**config.mk**
```make
export PLATFORM = sky130hd
export DESIGN_NAME = shift_issue
export DESIGN_NICKNAME = d
export VERILOG_FILES = /design/src/rtl/shift_issue.sv
export SDC_FILE = /design/constraint.sdc
export NUM_CORES = 1
export LEC_CHECK = 0
export BUFFER_PORTS_ARGS = -buffer_cell sky130_fd_sc_hd__buf_2
export CAP_MARGIN = 20
export CELL_PAD_IN_SITES_DETAIL_PLACEMENT = 1
export CELL_PAD_IN_SITES_GLOBAL_PLACEMENT = 1
export CORE_MARGIN = 2
export CORE_UTILIZATION = 44
export DETAILED_ROUTE_END_ITERATION = 12
export GPL_TIMING_DRIVEN = 0
export PLACE_DENSITY_LB_ADDON = 0.1
export RECOVER_POWER = 50
export SETUP_SLACK_MARGIN = 0.5
export SLEW_MARGIN = 0
export SYNTH_ARGS = -nofsm -noshare
export SYNTH_HDL_FRONTEND = slang
export SYNTH_SLANG_ARGS = --single-unit
```
**constraint.sdc**
```tcl
create_clock -name clk -period 1.7 [get_ports clk]
set_input_delay 0.255 -clock clk [delete_from_list [all_inputs] [get_ports clk]]
set_output_delay 0.255 -clock clk [all_outputs]
set_load 0.005 [all_outputs]
```
**src/rtl/shift_issue.sv**
```systemverilog
// Issue stage ahead of the shift1..shift16 barrel chain: a two-entry skid FIFO
// whose entries carry the shift count already decoded into per-stage enables.
module shift_issue #(
    parameter int COUNT_WIDTH = 8
) (
    input  logic                   clk,
    input  logic                   reset_n,
    input  logic                   flush,
    input  logic                   in_valid,
    output logic                   in_ready,
    input  logic [2:0]             in_op,
    input  logic [COUNT_WIDTH-1:0] in_count,
    input  logic [31:0]            in_data,
    input  logic                   in_carry,
    output logic                   out_valid,
    input  logic                   out_ready,
    output logic [2:0]             out_op,
    output logic [4:0]             out_shift,
    output logic [31:0]            out_data,
    output logic                   out_carry,
    output logic                   out_zero,
    output logic                   out_illegal
);

    typedef enum logic [2:0] {
        SHL = 3'd0,
        SHR = 3'd1,
        SAR = 3'd2,
        ROL = 3'd3,
        ROR = 3'd4,
        RCL = 3'd5,
        RCR = 3'd6
    } shiftOpSel;

    logic [4:0]  mcount;
    logic [4:0]  dec_shift;
    logic        dec_zero;
    logic        dec_illegal;

    logic [2:0]  ent_op      [2];
    logic [4:0]  ent_shift   [2];
    logic [31:0] ent_data    [2];
    logic        ent_carry   [2];
    logic        ent_zero    [2];
    logic        ent_illegal [2];

    logic        head;
    logic        tail;
    logic [1:0]  occupancy;
    logic [1:0]  occupancy_next;
    logic        push;
    logic        pop;

    // Count bits above 4 are masked off, matching x86 shift semantics.
    generate
        if (COUNT_WIDTH > 5) begin : g_count_hi
            logic unused_count_hi;
            assign unused_count_hi = ^in_count[COUNT_WIDTH-1:5];
        end
    endgenerate

    always_comb begin
        mcount      = in_count[4:0];
        dec_zero    = (mcount == 5'd0);
        dec_illegal = 1'b1;
        case (in_op)
            SHL, SHR, SAR, ROL, ROR, RCL, RCR: dec_illegal = 1'b0;
            default:                           dec_illegal = 1'b1;
        endcase
        dec_shift   = dec_illegal ? 5'd0 : mcount;
    end

    // flush overrides both handshakes so neither a push nor a pop lands that edge.
    always_comb begin
        push           = in_valid & in_ready & ~flush;
        pop            = out_valid & out_ready & ~flush;
        occupancy_next = occupancy;
        if (flush) begin
            occupancy_next = 2'd0;
        end else if (push & ~pop) begin
            occupancy_next = occupancy + 2'd1;
        end else if (pop & ~push) begin
            occupancy_next = occupancy - 2'd1;
        end
    end

    always_ff @(posedge clk or negedge reset_n) begin
        if (!reset_n) begin
            occupancy <= 2'd0;
            head      <= 1'b0;
            tail      <= 1'b0;
            in_ready  <= 1'b1;
        end else begin
            occupancy <= occupancy_next;
            in_ready  <= (occupancy_next != 2'd2);
            if (flush) begin
                head <= 1'b0;
                tail <= 1'b0;
            end else begin
                if (push) begin
                    tail <= ~tail;
                end
                if (pop) begin
                    head <= ~head;
                end
            end
        end
    end

    always_ff @(posedge clk or negedge reset_n) begin
        if (!reset_n) begin
            for (int i = 0; i < 2; i++) begin
                ent_op[i]      <= SHL;
                ent_shift[i]   <= 5'd0;
                ent_data[i]    <= 32'd0;
                ent_carry[i]   <= 1'b0;
                ent_zero[i]    <= 1'b1;
                ent_illegal[i] <= 1'b0;
            end
        end else if (push) begin
            ent_op[tail]      <= in_op;
            ent_shift[tail]   <= dec_shift;
            ent_data[tail]    <= in_data;
            ent_carry[tail]   <= in_carry;
            ent_zero[tail]    <= dec_zero;
            ent_illegal[tail] <= dec_illegal;
        end
    end

    assign out_valid   = (occupancy != 2'd0);
    assign out_op      = ent_op[head];
    assign out_shift   = ent_shift[head];
    assign out_data    = ent_data[head];
    assign out_carry   = ent_carry[head];
    assign out_zero    = ent_zero[head];
    assign out_illegal = ent_illegal[head];

endmodule

```
# --- Word-level counts from Yosys, hierarchy flattened ---
# Cells that the tools add are included.
totals:
  in_bits: 49
  word_cells: 89
  ff_bits: 91
  out_inout_bits: 45
op_classes:
  n_eq_ne: 7
  reduce_logical: 7
  n_addsub: 2
  muxes: 41
  n_bitwise: 13
  order_cmp: 3
ops:
  columns: ["op", "count"]
  rows:
  - ["32-bit 2-to-1 mux", 4]
  - ["64-bit bitwise mux", 1]
  - ["32-bit demux with 1-bit select", 1]
  - ["5-bit 2-to-1 mux", 5]
  - ["1-bit 2-to-1 mux", 15]
  - ["3-bit 2-to-1 mux", 4]
  - ["10-bit bitwise mux", 1]
  - ["3-bit equality test, second input constant", 3]
  - ["7-bit OR reduction", 1]
  - ["1-bit bitwise AND", 6]
  - ["2-bit bitwise mux", 3]
  - ["6-bit bitwise mux", 1]
  - ["3-bit by 2-bit equality test with 1-bit output, second input constant", 2]
  - ["2-bit 2-to-1 mux", 3]
  - ["2-bit nonzero test", 3]
  - ["5-bit demux with 1-bit select", 1]
  - ["5-bit logical NOT", 1]
  - ["1-bit NOT", 5]
  - ["2-bit greater-or-equal comparator, second input constant", 2]
  - ["1-bit NOT with 2-bit output", 2]
  - ["3-bit demux with 1-bit select", 1]
  - ["3-bit by 1-bit equality test with 1-bit output, second input constant", 1]
  - ["3-bit logical NOT", 1]
  - ["2-bit by 1-bit adder with 2-bit output, second input constant", 1]
  - ["other kinds (5)", 5]

# --- Longest topological paths before layout ---
logic_depth:
  word_depth: 8
  ltp_mapped: 6
  ltp_nobuf: 5

# --- Worst setup path after synthesis ---
# OpenSTA, ideal clock, no wires.
synth_timing:
  path_type: "reg-to-reg"
  startpoint: "register in_ready"
  endpoint: "register ent_carry[1] (netlist name)"
  path_stages_with_launch: 6
  arrival_ps: 1347
  setup_ps: 125
  period_less_slack_ps: 1472
  required_ps: 1575
  path_slack_ps: 228
  path_cell_list: "dfstp_2 buf_4 nand4bb_1 buf_6 buf_12 mux2_4"
synth_between:
  elab_chain_len: 2
synth_lines:
  columns: ["element", "line_no", "source"]
  rows:
  - ["start: declaration", "10", "output logic in_ready,"]
  - ["start signal: assignment", "95", "in_ready <= (occupancy_next != 2'd2);"]
  - ["1-bit bitwise AND (2 in a row)", "75", "push = in_valid & in_ready & ~flush;"]
  - ["end signal: indexed assignment", "124", "ent_carry[tail] <= in_carry;"]
  - ["end: declaration", "43", "logic ent_carry [2];"]
# Every way passes these cells.
# A chain may end at the register's enable or synchronous reset.

# --- Worst setup path in the final report ---
layout_timing:
  startpoint: "register head"
  endpoint: "output port out_data[11]"
layout_between:
  elab_chain_len: 4
layout_lines:
  columns: ["element", "line_no", "source"]
  rows:
  - ["start: declaration", "47", "logic head;"]
  - ["start signal: assignment", "104", "head <= ~head;"]
  - ["1-bit NOT with 2-bit output (not written as such)", "133", "assign out_data = ent_data[head];"]
  - ["32-bit 2-to-1 mux (not written as such) (3 in a row)", "133", null]
  - ["end: declaration", "19", "output logic [31:0] out_data,"]
# Every way passes these cells. The select of a mux whose other input is x is not followed.

==> impl_metrics.tcl <==
set metrics [dict create \
    status "complete, but fails checks" \
    violations "setup timing" \
    pin_count 94 \
    syn_nets 337 \
    io_buffers 89 \
    fin_skew_ps 17.1 \
    wl_um 13000 \
    yosys.area.top_type "dfrtp_1" \
    ys_ff_latch 91 \
    finalSetupTns_ps -2950 \
    vdd_drop_max_v 0.000894 \
    cap_viol_max_count 0 \
    gr-usage-all-layers_pct 23.9 \
    final_cell_count_no_fill 557 \
    power.density_nw_per_um2 1790 \
    critPathBufInv 3 \
    syn_to_final_growth_pct 52.2 \
    worst_ep_required_time_ps 1440 \
    nNetsFinal 474 \
    ys_seq_area_share_pct 54.0 \
    syn_area_um2 4220 \
    postRouteAntennaNets 0 \
    wire_per_inst_um 23.3 \
    htree_levels 3 \
    tightest_slew_ps 973 \
    placedCellCount 506 \
    critPathKind "reg2out" \
    finalCritPeriodShare_pct 106 \
    antenna_found_initial 0 \
    clkTransAtPathRegs_ps 100 \
    grt_pass1_vias 3184 \
    postSynthCellCount 287 \
    drt_pass1_iterations 4 \
    clock_sinks 91 \
    overflow 0 \
    slew_viol_final 0 \
    cpLargestDelayFamily "buffers and inverters" \
    finalCriticalPeriod_ps 1800 \
    grt_max_degree 57 \
    grt_first_pass_wirelength_um 18200 \
    path_cells "buf_6 -> buf_12 -> mux2_2 -> buf_2" \
    dieArea_um2 10400 \
    drc 0 \
    gp_congestion 0.771 \
    worst-path-max-fanout 10 \
    cpPeakStageDelay_ps 360 \
    final_area_um2 6430 \
    cts_tree "yes" \
    synth_edf_count 0 \
    layout-drive-gt1-share_pct 74.1 \
    cts_buffer_depth 2 \
    max_freq_ghz 0.556 \
    chipWidth_um 102 \
    diodes 0 \
    setup_slack_ps -99.1 \
    die_y_um 102 \
    hold_viol 0 \
    ys_types 28 \
    viasPerCell 5.22 \
    min_path_type "in2reg" \
    startpoint_type "flop" \
    start_util_pct 45.5 \
    numCtsBuffers 9 \
    coreArea_um2 9280 \
    dpl_cell_area_um2 4920 \
    slowest_stage "dfrtp_1" \
    yosys-top-cells-area "dfrtp_1 52%, mux2_2 21%, mux2_4 13%" \
    drt_iter0_markers 85 \
    rsz0062_at_grt "yes" \
    end_kind "primary output" \
    vias 2910 \
    arrival_ps 1540 \
    syn_avg_cell_area_um2 14.7 \
    synth-warning-count 0 \
    synth_ff_type "dfrtp_1" \
    setup_viol 44 \
    holdWs_ps 113 \
    hpwl_um 6470 \
    utilization_pct 69.2 \
    synth_top_area_share_pct 52.1 \
    cts_root_buf "clkbuf_8" \
    async_reset_ff_share_pct 100 \
    worstSkewPairLatency_ps 380 \
    p_leak_nw 3.21 \
    row_count 35 \
    slew_headroom_pct 35.1 \
]
-- what timing repair did --
action,in CTS,in global routing
resized for setup,155,57
endpoints found under the hold margin,34,0
buffers inserted,13,11
pin swaps,9,16
setup endpoints to repair,135,138
hold buffers,1,0
cloned,11,0
-- final cells by class --
class | instances | area [um2]
Buffer | 19 | 313
Clock buffer | 10 | 138
Clock inverter | 5 | 85.1
Fill cell | 845 | 2860
Inverter | 3 | 11.3
Multi-Input combinational cell | 174 | 2230
Sequential cell | 91 | 2280
Tap cell | 129 | 161
Timing Repair Buffer | 126 | 1210
-- kinds of logic (layout without fill, tap and decap cells) --
| kind of cell | after synthesis | after routing | share of synthesized area, % |
|---|---|---|---|
| adder cells (fa/ha/maj) | 1 | 1 | 0.296 |
| AO/OA/AOI/OAI | 22 | 22 | 3.02 |
| multiplexers | 116 | 116 | 34.1 |
| XOR/XNOR | 3 | 3 | 0.622 |
| flip-flops | 91 | 91 | 54.0 |
| buffers and inverters | 22 | 163 | 4.18 |
| AND/OR/NAND/NOR | 32 | 32 | 3.73 |
-- sequential cells by signal, summed over array words and instances, names as in the netlist --
| name | count |
|---|---|
| ent_carry | 2 |
| ent_data | 64 |
| ent_illegal | 2 |
| ent_op | 6 |
| ent_shift | 10 |
| ent_zero | 2 |
| head | 1 |
| in_ready | 1 |
| occupancy | 2 |
| tail | 1 |
-- metrics by stage --
stage | total power [W] | setup slack (ps)
3_5_place_dp | 0.00744 | 166
5_1_grt | 0.0121 | -138
2_1_floorplan | 0.00611 | 245
4_1_cts | 0.0107 | -69.1
6_report | 0.0115 | -99.1
3_3_place_gp | 0.00723 | -526
-- cells in the final DEF, fill, tap and decap left out, drive strengths merged, types with 2 or more instances in the layout --
master	count
a211oi	2
a21oi	2
buf	143
bufinv	2
clkbuf	11
dfrtp	88
dfstp	3
inv	4
mux2	116
nand2	21
nor2	4
nor2b	2
o21ai	14
xnor2	2
-- report_power, final --
group          internal [W]  total, W  switching [W]  leakage (nW)
sequential          0.00317   0.00390       0.000730          1.09
clock              0.000869   0.00171       0.000839         0.109
combinational       0.00393   0.00592        0.00199          2.01
total               0.00797    0.0115        0.00356          3.21
-- worst paths after layout --
kind	start	to	slack, ps	cells after the start
max	head$_DFFE_PN0P_	out_data[11]	-100	4
min	in_data[0]	ent_data[32]$_DFFE_PN0P_	110	2
max reg2reg	in_ready$_DFF_PN1_	ent_data[19]$_DFFE_PN0P_	0	6
min reg2reg	ent_zero[0]$_DFFE_PN1P_	ent_zero[0]$_DFFE_PN1P_	500	2
max in group asynchronous	reset_n	ent_zero[1]$_DFFE_PN1P_	180	3
min in group asynchronous	reset_n	ent_data[56]$_DFFE_PN0P_	570	2
-- per-layer routing --
layer | up-vias | part of all wire [%] | global-route usage, %
met5 | - | 0 | 0
met1 | 1523 | 43 | 30.1
met3 | 19 | 3.5 | 3.63
met2 | 81 | 52 | 41.6
li1 | 1287 | - | -
met4 | 0 | 2.2 | 9.03
-- cells in the mapped netlist, types with 3 or more instances --
cell type and n:
o21ai_0 14, nand2_1 21, buf_4 5, nor2_1 4
dfrtp_1 88, inv_1 3, buf_2 9, mux2_4 36
dfstp_2 3, mux2_2 79, buf_12 3
No activity file was read; power rests on OpenSTA's default activity.
